==> src/rtl/vga_sprite_renderer.sv <==
// rtl/vga_sprite_renderer.sv - two-stage sprite-over-background pixel pipeline with frame-synchronous position commit
// Optional macro SPRITE_SCALE2X_EN draws each bitmap bit as a 2x2 block (32x32 sprite).
module vga_sprite_renderer (
  input  logic       CLOCK_50,
  input  logic       reset,
  input  logic [9:0] next_x,
  input  logic [9:0] next_y,
  input  logic [7:0] bg_r,
  input  logic [7:0] bg_g,
  input  logic [7:0] bg_b,
  input  logic [7:0] spr_r,
  input  logic [7:0] spr_g,
  input  logic [7:0] spr_b,
  input  logic       bm_we,
  input  logic [7:0] bm_addr,
  input  logic       bm_data,
  input  logic       pos_valid,
  output logic       pos_ready,
  input  logic [9:0] pos_x,
  input  logic [9:0] pos_y,
  output logic [7:0] red_in,
  output logic [7:0] green_in,
  output logic [7:0] blue_in,
  output logic [7:0] frame_cnt
);

  localparam logic [9:0] H_VIS = 10'd640;
  localparam logic [9:0] V_VIS = 10'd480;
`ifdef SPRITE_SCALE2X_EN
  localparam logic [10:0] W = 11'd32;
`else
  localparam logic [10:0] W = 11'd16;
`endif

  logic [9:0]   r_s1_x, r_s1_y;
  logic [255:0] r_bitmap;
  logic [9:0]   r_act_x, r_act_y;
  logic [9:0]   r_sh_x, r_sh_y;
  logic         r_pending;
  logic         r_armed;
  logic [7:0]   r_frame;
  logic [7:0]   r_red, r_grn, r_blu;

  logic         w_commit, w_hs;
  logic [10:0]  w_x11, w_y11, w_ax11, w_ay11;
  logic         w_in_x, w_in_y, w_visible, w_bit;
  logic [9:0]   w_dx, w_dy;
  logic [3:0]   w_col, w_row;
  logic [7:0]   w_red, w_grn, w_blu;

  // Commit fires on the first next_y==480 after any other line, i.e. once per frame.
  assign w_commit = (next_y == V_VIS) && r_armed;
  assign w_hs     = pos_valid && !r_pending;

  // 11-bit compares so a sprite near the right/bottom edge never wraps to 0.
  assign w_x11  = {1'b0, r_s1_x};
  assign w_y11  = {1'b0, r_s1_y};
  assign w_ax11 = {1'b0, r_act_x};
  assign w_ay11 = {1'b0, r_act_y};
  assign w_in_x = (w_x11 >= w_ax11) && (w_x11 < w_ax11 + W);
  assign w_in_y = (w_y11 >= w_ay11) && (w_y11 < w_ay11 + W);
  assign w_visible = (r_s1_x < H_VIS) && (r_s1_y < V_VIS);

  assign w_dx = r_s1_x - r_act_x;
  assign w_dy = r_s1_y - r_act_y;
`ifdef SPRITE_SCALE2X_EN
  assign w_col = 4'(w_dx >> 1);
  assign w_row = 4'(w_dy >> 1);
`else
  assign w_col = 4'(w_dx);
  assign w_row = 4'(w_dy);
`endif
  assign w_bit = r_bitmap[{w_row, w_col}];

  always_comb begin
    w_red = 8'd0;
    w_grn = 8'd0;
    w_blu = 8'd0;
    if (w_visible) begin
      if (w_in_x && w_in_y && w_bit) begin
        w_red = spr_r;
        w_grn = spr_g;
        w_blu = spr_b;
      end else begin
        w_red = bg_r;
        w_grn = bg_g;
        w_blu = bg_b;
      end
    end
  end

  always_ff @(posedge CLOCK_50 or negedge reset) begin
    if (!reset) begin
      r_s1_x <= 10'd0;
      r_s1_y <= 10'd0;
      r_red  <= 8'd0;
      r_grn  <= 8'd0;
      r_blu  <= 8'd0;
    end else begin
      r_s1_x <= next_x;
      r_s1_y <= next_y;
      r_red  <= w_red;
      r_grn  <= w_grn;
      r_blu  <= w_blu;
    end
  end

  always_ff @(posedge CLOCK_50 or negedge reset) begin
    if (!reset) begin
      r_bitmap <= '0;
    end else if (bm_we) begin
      r_bitmap[bm_addr] <= bm_data;
    end
  end

  always_ff @(posedge CLOCK_50 or negedge reset) begin
    if (!reset) begin
      r_armed   <= 1'b0;
      r_frame   <= 8'd0;
      r_act_x   <= 10'd0;
      r_act_y   <= 10'd0;
      r_sh_x    <= 10'd0;
      r_sh_y    <= 10'd0;
      r_pending <= 1'b0;
    end else begin
      if (next_y != V_VIS)
        r_armed <= 1'b1;
      else if (w_commit)
        r_armed <= 1'b0;
      if (w_commit) begin
        r_frame <= r_frame + 8'd1;
        if (r_pending) begin
          r_act_x <= r_sh_x;
          r_act_y <= r_sh_y;
        end
      end
      // A capture on the commit edge stays pending; only the older value commits.
      if (w_hs) begin
        r_sh_x    <= pos_x;
        r_sh_y    <= pos_y;
        r_pending <= 1'b1;
      end else if (w_commit) begin
        r_pending <= 1'b0;
      end
    end
  end

  assign pos_ready = !r_pending;
  assign red_in    = r_red;
  assign green_in  = r_grn;
  assign blue_in   = r_blu;
  assign frame_cnt = r_frame;

endmodule

==> config.mk <==
export PLATFORM = sky130hd
export DESIGN_NAME = vga_sprite_renderer
export DESIGN_NICKNAME = d
export VERILOG_FILES = /design/src/rtl/vga_sprite_renderer.sv
export SDC_FILE = /design/constraint.sdc
export NUM_CORES = 1
export LEC_CHECK = 0
export CORE_ASPECT_RATIO = 1.2
export CORE_MARGIN = 4
export CORE_UTILIZATION = 30
export DETAILED_ROUTE_END_ITERATION = 8
export GPL_ROUTABILITY_DRIVEN = 0
export REMOVE_ABC_BUFFERS = 1
export SLEW_MARGIN = 30
export SYNTH_ARGS = -nofsm -noshare
export SYNTH_HDL_FRONTEND = slang
export SYNTH_SLANG_ARGS = --single-unit
==> constraint.sdc <==
create_clock -name CLOCK_50 -period 3.7 [get_ports CLOCK_50]
set_input_delay 0.37 -clock CLOCK_50 [delete_from_list [all_inputs] [get_ports CLOCK_50]]
set_output_delay 0.37 -clock CLOCK_50 [all_outputs]
set_load 0.1 [all_outputs]
# == After elaboration in Yosys (flattened, before gate mapping) ==
# Cells that the tools add are included.
# totals
register_bits,350
word_cells,55
# op_classes
addsub,5
magnitude_cmp,9
eq_ne,2
muxes,14
reduce_logical,12
# op_table
cell,n
256-bit bitwise mux,1
8-bit two-way mux,6
"10-bit by 5-bit adder with 11-bit output, second input constant",2
10-bit by 11-bit less-than comparator with 1-bit output,2
10-bit greater-or-equal comparator,2
"8-bit by 9-bit less-than comparator with 1-bit output, second input constant",2
"10-bit by 9-bit == test with 1-bit output, second input constant",1
"10-bit less-than comparator, second input constant",1
"10-bit by 9-bit less-than comparator with 1-bit output, second input constant",1
"10-bit by 9-bit inequality test with 1-bit output, second input constant",1
"8-bit by 1-bit adder with 8-bit output, second input constant",1
1-bit binary-select mux with 8-bit select,1
1-bit demux with 8-bit select,1
"8-bit by 1-bit greater-or-equal comparator with 1-bit output, second input constant",1
1-bit logical AND,8
4-bit subtractor,2
1-bit two-way mux,5
2-bit nonzero test,2
2-bit AND reduction,1
1-bit zero test,1

# == Longest topological paths before layout ==
# Gate-level depths: netlist of run 1.
# logic_depth
word_depth,7
depth_mapped,19

# == Worst setup path before layout of run 1 ==
# No wires, ideal clock.
# synth_path
kind,flip-flop to flip-flop
startpoint,register r_s1_x[0]
endpoint,register r_blu[0] (netlist: blue_in[0])
setup_ps,122
arrival_time_ps,3554
path_slack_ps,24
path_stages_with_launch,16
synth_period_minus_slack_ps,3676
cell_sequence,dfrtp_1 inv_1 ha_1 inv_1 fa_1 buf_2 clkbuf_1 mux4_2 mux4_2 mux4_2 nand3b_4 and4_1 buf_6 buf_8 nand3_2 a21boi_2
# synth_between
elab_chain_cells,6
# synth_lines
element,line,rtl
"start, declared",35,"logic [9:0] r_s1_x, r_s1_y;"
"start signal, assigned",100,r_s1_x <= next_x;
"4-bit subtractor, or another cell as far along",64,assign w_dx = r_s1_x - r_act_x;
1-bit binary-select mux with 8-bit select / 1-bit logical AND (equally long branches),"73, 60",
1-bit two-way mux (not written as such) / 1-bit logical AND (equally long branches),"73, 80",
1-bit logical AND,80,if (w_in_x && w_in_y && w_bit) begin
8-bit two-way mux,80,
8-bit two-way mux (*),79,if (w_visible) begin
net w_blu[0],49,"logic [7:0] w_red, w_grn, w_blu;"
"end signal, assigned",104,r_blu <= w_blu;
"end, declared",42,"logic [7:0] r_red, r_grn, r_blu;"
# Mark *: on every way through the listed nets, which the timed path passes. The rest lies on a longest branch. The select of a mux whose other input is x is not followed.
# A chain may end at the register's enable or synchronous reset.

# == Worst setup path in the final report of run 1 ==
# layout_path
startpoint,register r_s1_x[0]
endpoint,register r_red[7] (netlist: red_in[7])
# layout_between
elab_chain_cells,6
# layout_lines
element,line,rtl
"4-bit subtractor, or another cell as far along",64,
1-bit binary-select mux with 8-bit select / 1-bit logical AND (equally long branches),"73, 60",
1-bit two-way mux (not written as such) / 1-bit logical AND (equally long branches),"73, 80",
1-bit logical AND,80,
8-bit two-way mux,80,
8-bit two-way mux (*),79,
net w_red[7],49,
"end signal, assigned",102,r_red <= w_red;
"end, declared",42,
# Marked as above.

==> flow_metrics.env, run 1 <==
export IMPL_clk_transition_reported_paths_ns=0.06
export IMPL_drt_iter0_markers=742
export IMPL_fin_skew_ns=0.0178
export IMPL_slew_headroom_pct=34.2
export IMPL_max_vdd_ir_drop_v=0.000274
export IMPL_insertion_delay_ns=0.56
export IMPL_drv_cap=0
export IMPL_violations_in_the_final_reports="setup timing"
export IMPL_path_cells="inv_2 -> ha_4 -> inv_2 -> fa_4 -> buf_12 -> buf_12 -> mux4_2 -> mux4_2 -> mux4_2 -> nand3b_4 -> and4_4 -> nand3_1 -> a21boi_1"
export IMPL_setup_slack_ns=-0.158
export IMPL_final_cell_count_no_fill=2399
export IMPL_rsz_0062_raised_after_global_routing="true"
export IMPL_path_common_cell="mux4_2"
export IMPL_tritoncts="yes"
export IMPL_finalSetupViolations=24
export IMPL_ctsRootBufferMaster="clkbuf_16"
export IMPL_grt_antenna_before_repair=0
export IMPL_yosysWarningCount=0
export IMPL_grt_pass1_wl_um=76900
export IMPL_number_of_nets_in_the_layout=1721
export IMPL_hold_violations=0
export IMPL_post_route_cells_drive_above_1_share_pct=34.5
export IMPL_buffer_ports_inserted=133
export IMPL_antenna_cells=0
export IMPL_numClockSinks=350
export IMPL_cts_buffer_depth=3
export IMPL_power_static_leakage_nw=9.37
export IMPL_post_dp_hpwl_um=31500
export IMPL_cts_inserted_buffers=39
export IMPL_final_min_clock_period_ns=3.86
export IMPL_placementRows=97
export IMPL_delay_of_the_slowest_critical_path_stage_ns=0.78
export IMPL_num_vias=12100
export IMPL_worstHoldPathType="in -> reg"
export IMPL_floorplan_initialDensity_pct=30.3
export IMPL_worstPathRequired_ns=4.13
export IMPL_global_route_usage_total_pct=15.5
export IMPL_synth_edff_count=0
export IMPL_final_cell_mix="dfrtp_1 (350), mux2_2 (298), nor2_1 (179), nand2_1 (140), clkdlybuf4s50_1 (131)"
export IMPL_placeableCoreArea_um2=58400
export IMPL_synth_seq_area_share_pct=49.5
export IMPL_outcome="complete, but fails checks"
export IMPL_grt_use_met1_pct=20.3
export IMPL_vias_in_the_first_global_route=12800
export IMPL_cp_end_kind="flop"
export IMPL_timing_fmax_mhz=259
export IMPL_grt_overflow_total=0
export IMPL_die_span_y_um=274
export IMPL_p_total_mw=9.13
export IMPL_num_io_pins=134
export IMPL_power_density_nw_per_um2=420
export IMPL_wl_per_cell_um=20.6
export IMPL_transition_time_at_the_pin_with_the_least_slew_margin_ns=0.984
export IMPL_numPlacedInstances=2326
export IMPL_grt_max_degree=152
export IMPL_groute_layer_met3_usage_pct=2.59
export IMPL_async_flop_share_pct=100
export IMPL_synth_flop_cell="dfrtp_1"
export IMPL_drt_pass1_iterations=5
export IMPL_mostFrequentLayoutCell="dfrtp_1"
export IMPL_totalWireLength_um=49300
export IMPL_cts_htree_levels=2
export IMPL_syn_instance_count=1431
export IMPL_use_met2_pct=26.6
export IMPL_post_route_cell_area_um2=21800
export IMPL_slew_viol_final=0
export IMPL_remaining_drc_errors=0
export IMPL_worstSetupStartpointType="flop"
export IMPL_chipWidth_um=230
export IMPL_synth_seq_cells=350
export IMPL_synth_cell_area_um2=17700
export IMPL_yosysUniqueCellTypes=57
export IMPL_timing_final_crit_share_pct=104
export IMPL_floorplan_die_area_um2=63000
export IMPL_flow_area_growth_from_synthesis_pct=22.8
export IMPL_cpLargestDelayFamily="multiplexers"
export IMPL_syn_avg_cell_area_um2=12.4
export IMPL_dpl_instance_area_um2=20300
export IMPL_worst_path_max_delay_cell="fa_4"
export IMPL_most_heavily_used_metal_layer_in_global_routing="met2"
export IMPL_cp_num_buf_inv=4
export IMPL_critical_path_peak_fanout=24
export IMPL_critPathKind="reg -> reg"
export IMPL_vias_per_cell=5.03
export IMPL_route_antenna_remaining_nets=0
export IMPL_cp_arrival_ns=4.29
cells by family after synthesis:
kind of cell | share of synthesized area (%)
xor gates and xnor gates | 0.989
DFF | 49.5
and+or+nand+nor | 10.9
muxes | 28.5
buffers and inverters | 3.12
AOI/OAI and AO/OA | 4.32
adders and majority gates | 2.70
stage by stage:
stage          setup WS (ns)  TNS (ns)  hold slack (ns)  util, %
2_1_floorplan          -2.23    -53.47           0.0744        -
3_3_place_gp          -0.135     -2.73            0.367     34.8
3_5_place_dp          -0.135     -2.82            0.375     34.8
4_1_cts               -0.144     -2.97            0.103     37.2
5_1_grt               -0.238     -4.76            0.118     37.3
6_report              -0.158     -3.08            0.127     37.3
registers in the layout (all words and copies together), names as in the netlist:
name and count:
r_bitmap 256, r_act_x 10, r_act_y 10, r_s1_x 10, r_s1_y 10, r_sh_x 10
r_sh_y 10, blue_in 8, frame_cnt 8, green_in 8, red_in 8, r_armed 1
r_pending 1
report_power, final:
| group | total (mW) | internal [mW] | switching [mW] |
|---|---|---|---|
| logic | 1.14 | 0.512 | 0.624 |
| registers | 4.12 | 4.02 | 0.101 |
| clock network | 3.87 | 2.30 | 1.58 |
metal layers:
layer  wire (um)  up-vias
met2       24000      362
met3        2660       86
li1            -     5367
met5           0        -
met1       21300     6243
met4        1390        0
layout make-up:
cell class,count,area (um^2)
Tap cell,792,991
Clock buffer,60,1160
Timing Repair Buffer,201,2130
Inverter,31,116
Fill cell,5534,36600
Clock inverter,5,86.3
Multi-Input combinational cell,960,8510
Sequential cell,350,8760
worst reg2reg max path: cells and delay by family (launching register included):
family                   cells  cell delay, ns
AO/OA/AOI/OAI                1            0.07
multiplexers                 3            1.33
AND/OR/NAND/NOR              3            0.67
flip-flops                   1            0.37
buffers and inverters        4            0.39
adder cells (fa/ha/maj)      2            0.91
path summary, 6_finish.rpt:
path                            depth (start not counted)                   endpoint  slack, ns                     start
max in group asynchronous                               3  r_bitmap[153]$_DFFE_PN0P_       2.28                     reset
worst min-delay path                                    2  r_bitmap[232]$_DFFE_PN0P_       0.13                   bm_data
worst max-delay path                                   13        red_in[7]$_DFF_PN0_      -0.16       r_s1_x[0]$_DFF_PN0_
min in group asynchronous                               2   frame_cnt[1]$_DFFE_PN0P_       0.39                     reset
worst min register to register                          1   frame_cnt[7]$_DFFE_PN0P_       0.48  frame_cnt[7]$_DFFE_PN0P_
worst max register to register                         13        red_in[7]$_DFF_PN0_      -0.16       r_s1_x[0]$_DFF_PN0_
repair_timing:
action,CTS,global route
cloned,3,0
endpoints found under the hold margin,69,0
buffers inserted,5,0
gates resized for setup,7,5
pin swaps,0,5
endpoints found under the setup margin,24,24
hold buffers,1,0
synth_stat cells (all sizes together) (5+ instances only):
master | n | area, um^2
dfrtp | 350 | 8760
mux2 | 298 | 3360
nor2 | 180 | 676
nand2 | 141 | 532
mux4 | 73 | 1660
clkbuf | 65 | 244
nand3 | 46 | 330
ha | 35 | 438
o21ai | 35 | 175
inv | 31 | 116
buf | 25 | 191
a21boi | 24 | 255
xnor2 | 15 | 131
a21o | 12 | 90.1
nor3 | 11 | 55.1
nand4 | 10 | 68.8
a21oi | 9 | 45.0
nor2b | 8 | 50.1
nor4 | 6 | 43.8
nand2b | 5 | 31.3
o21a | 5 | 37.5
xor2 | 5 | 43.8
Note: power is estimated with default switching activity, not from simulation.
==> inputs of run 2 (changes only) <==
PLACE_DENSITY = 0.47   (was not set)
==> run 2 against run 1 <==
The run still ends with setup timing left; hold slack improved by 0.12 ns; register-to-register slack got worse by 0.07 ns; sequential power barely moved; global-route usage rose by 1.2 points; first-iteration DRC count fell by 9.2%; non-clock buffer count rose by 8; critical endpoint is now blue_in[6]$_DFF_PN0_; largest cell class unchanged.
==> flow_metrics.env, run 2 (same netlist as run 1, synthesis figures left out) <==
export IMPL_outcome="complete, but fails checks"
export IMPL_violations_in_the_final_reports="setup timing"
export IMPL_hold_violations=0
export IMPL_drv_cap=0
export IMPL_floorplan_initialDensity_pct=30.3
export IMPL_worstSetupStartpointType="flop"
export IMPL_r2r_slack_ns=-0.22
export IMPL_timing_final_crit_share_pct=106
export IMPL_slew_viol_final=0
export IMPL_groute_layer_met3_usage_pct=3.14
export IMPL_num_vias=11800
export IMPL_power_density_nw_per_um2=431
export IMPL_cts_inserted_buffers=42
export IMPL_post_route_cells_drive_above_1_share_pct=35.7
export IMPL_layout_core_utilization_pct=37.4
export IMPL_max_vdd_ir_drop_v=0.000296
export IMPL_cts_htree_levels=2
export IMPL_num_io_pins=134
export IMPL_floorplan_die_area_um2=63000
export IMPL_global_route_usage_total_pct=16.7
export IMPL_use_met2_pct=28.0
export IMPL_tritoncts="yes"
export IMPL_fin_skew_ns=0.0115
export IMPL_placeableCoreArea_um2=58400
export IMPL_power_static_leakage_nw=9.46
export IMPL_grt_pass1_wl_um=80700
export IMPL_buffer_ports_inserted=133
export IMPL_worst_path_max_delay_cell="fa_4"
export IMPL_worstPathRequired_ns=4.14
export IMPL_most_heavily_used_metal_layer_in_global_routing="met2"
export IMPL_timing_critical_path_from="r_s1_x[0]$_DFF_PN0_"
export IMPL_seqCellArea_um2=8760
export IMPL_timing_fmax_mhz=255
export IMPL_slew_headroom_pct=32.7
export IMPL_cp_arrival_ns=4.37
export IMPL_critPathKind="reg -> reg"
export IMPL_critical_path_peak_fanout=24
export IMPL_fill_cells=5676
export IMPL_insertion_delay_ns=0.57
export IMPL_largest_register_ff_count=256
export IMPL_cp_end_kind="flop"
export IMPL_registers_top_by_ff_count="r_bitmap"
export IMPL_chipWidth_um=230
export IMPL_crit_end="blue_in[6]$_DFF_PN0_"
export IMPL_vias_per_cell=4.87
export IMPL_flow_area_growth_from_synthesis_pct=23.5
export IMPL_remaining_drc_errors=0
export IMPL_delay_of_the_slowest_critical_path_stage_ns=0.91
export IMPL_grt_max_degree=123
export IMPL_crit_reg2reg_capture="blue_in[6]$_DFF_PN0_"
export IMPL_post_dp_hpwl_um=34500
export IMPL_transition_time_at_the_pin_with_the_least_slew_margin_ns=1.01
export IMPL_antenna_cells=0
export IMPL_rsz_0062_raised_after_global_routing="true"
export IMPL_route_antenna_remaining_nets=0
export IMPL_multi_input_area_um2=8510
export IMPL_die_span_y_um=274
export IMPL_worstHoldPathType="in -> reg"
export IMPL_numClockSinks=350
export IMPL_finalHoldWorstSlack_ns=0.251
export IMPL_timing_setup_tns_ns=-4.83
export IMPL_grt_overflow_total=0
export IMPL_placementRows=97
export IMPL_drt_pass1_iterations=4
export IMPL_grt_use_met1_pct=22.5
export IMPL_cts_buffer_depth=3
export IMPL_wl_per_cell_um=22.0
export IMPL_path_cells="inv_2 -> ha_4 -> inv_2 -> fa_4 -> buf_12 -> mux4_2 -> mux4_2 -> mux4_2 -> nand3b_4 -> and4_4 -> buf_12 -> nand3_1 -> a21boi_1"
export IMPL_drt_iter0_markers=674
export IMPL_setup_slack_ns=-0.224
export IMPL_finalSetupViolations=24
export IMPL_totalWireLength_um=53000
export IMPL_path_common_cell="mux4_2"
export IMPL_number_of_nets_in_the_layout=1732
export IMPL_pre_cts_setup_slack_ns=-0.261
export IMPL_clk_transition_reported_paths_ns=0.06
export IMPL_grt_antenna_before_repair=0
export IMPL_vias_in_the_first_global_route=12600
export IMPL_final_min_clock_period_ns=3.92
export IMPL_mostFrequentLayoutCell="dfrtp_1"
export IMPL_ctsRootBufferMaster="clkbuf_16"
export IMPL_worst_r2r_startpoint="r_s1_x[0]$_DFF_PN0_"
export IMPL_p_total_mw=9.42
export IMPL_final_cell_mix="dfrtp_1 (350), mux2_2 (298), nor2_1 (180), nand2_1 (140), clkdlybuf4s50_1 (125)"
export IMPL_reg2reg_depth=13
==> run 2: metrics by stage <==
step	cell area [um^2]	std cells
final	21900	2412
after CTS	21800	2410
after floorplan	17300	1341
after detailed placement	20400	2339
after global routing	21900	2412
after global placement	20400	2339
==> run 2: power by group <==
group          internal (mW)  switching (mW)
clock                   2.50            1.65
sequential              4.02           0.106
combinational          0.509           0.638
total                   7.03            2.39
==> run 2: metal layers <==
metal  part of all wire, %  vias to the layer above  wire (um)
met3                   4.1                       76       2150
met1                    46                     6079      24200
met5                     0                        -          0
met4                   2.2                        0       1160
met2                    48                      200      25500
li1                      -                     5397          -
==> run 2: what timing repair did <==
item / 4_1_cts / 5_1_grt
gates cloned: 0 / 0
endpoints found under the hold margin: 87 / 0
gates resized for setup: 8 / 5
setup endpoints to repair: 24 / 24
pin swaps: 2 / 4
buffers inserted: 0 / 2
hold buffers: 1 / 0
==> run 2: cell type report <==
cell class	instances	area share (%)
Clock inverter	7	0.298
Sequential cell	350	40.1
Tap cell	792	4.53
Inverter	31	0.532
Timing Repair Buffer	209	9.63
Multi-Input combinational cell	960	38.9
Clock buffer	63	6.01
==> run 2: how the worst min path moves through the flow <==
stage                             startpoint  cells past startpoint  slack [ns]                        to
finish                             next_x[1]                      1        0.25       r_s1_x[1]$_DFF_PN0_
global route                       next_x[1]                      1        0.22       r_s1_x[1]$_DFF_PN0_
CTS                                next_x[1]                      1        0.22       r_s1_x[1]$_DFF_PN0_
detailed placement  frame_cnt[7]$_DFFE_PN0P_                      1        0.46  frame_cnt[7]$_DFFE_PN0P_
global placement    frame_cnt[7]$_DFFE_PN0P_                      1        0.46  frame_cnt[7]$_DFFE_PN0P_
floorplan                              reset                      0        0.07      blue_in[0]$_DFF_PN0_
==> run 2: critical path: cells and delay by family (launching register included) <==
family	cells	cell delay [ns]
DFF	1	0.38
adders and majority gates	2	1.04
AOI/OAI and AO/OA	1	0.06
and+or+nand+nor	3	0.48
buffers and inverters	4	0.47
muxes	3	1.36
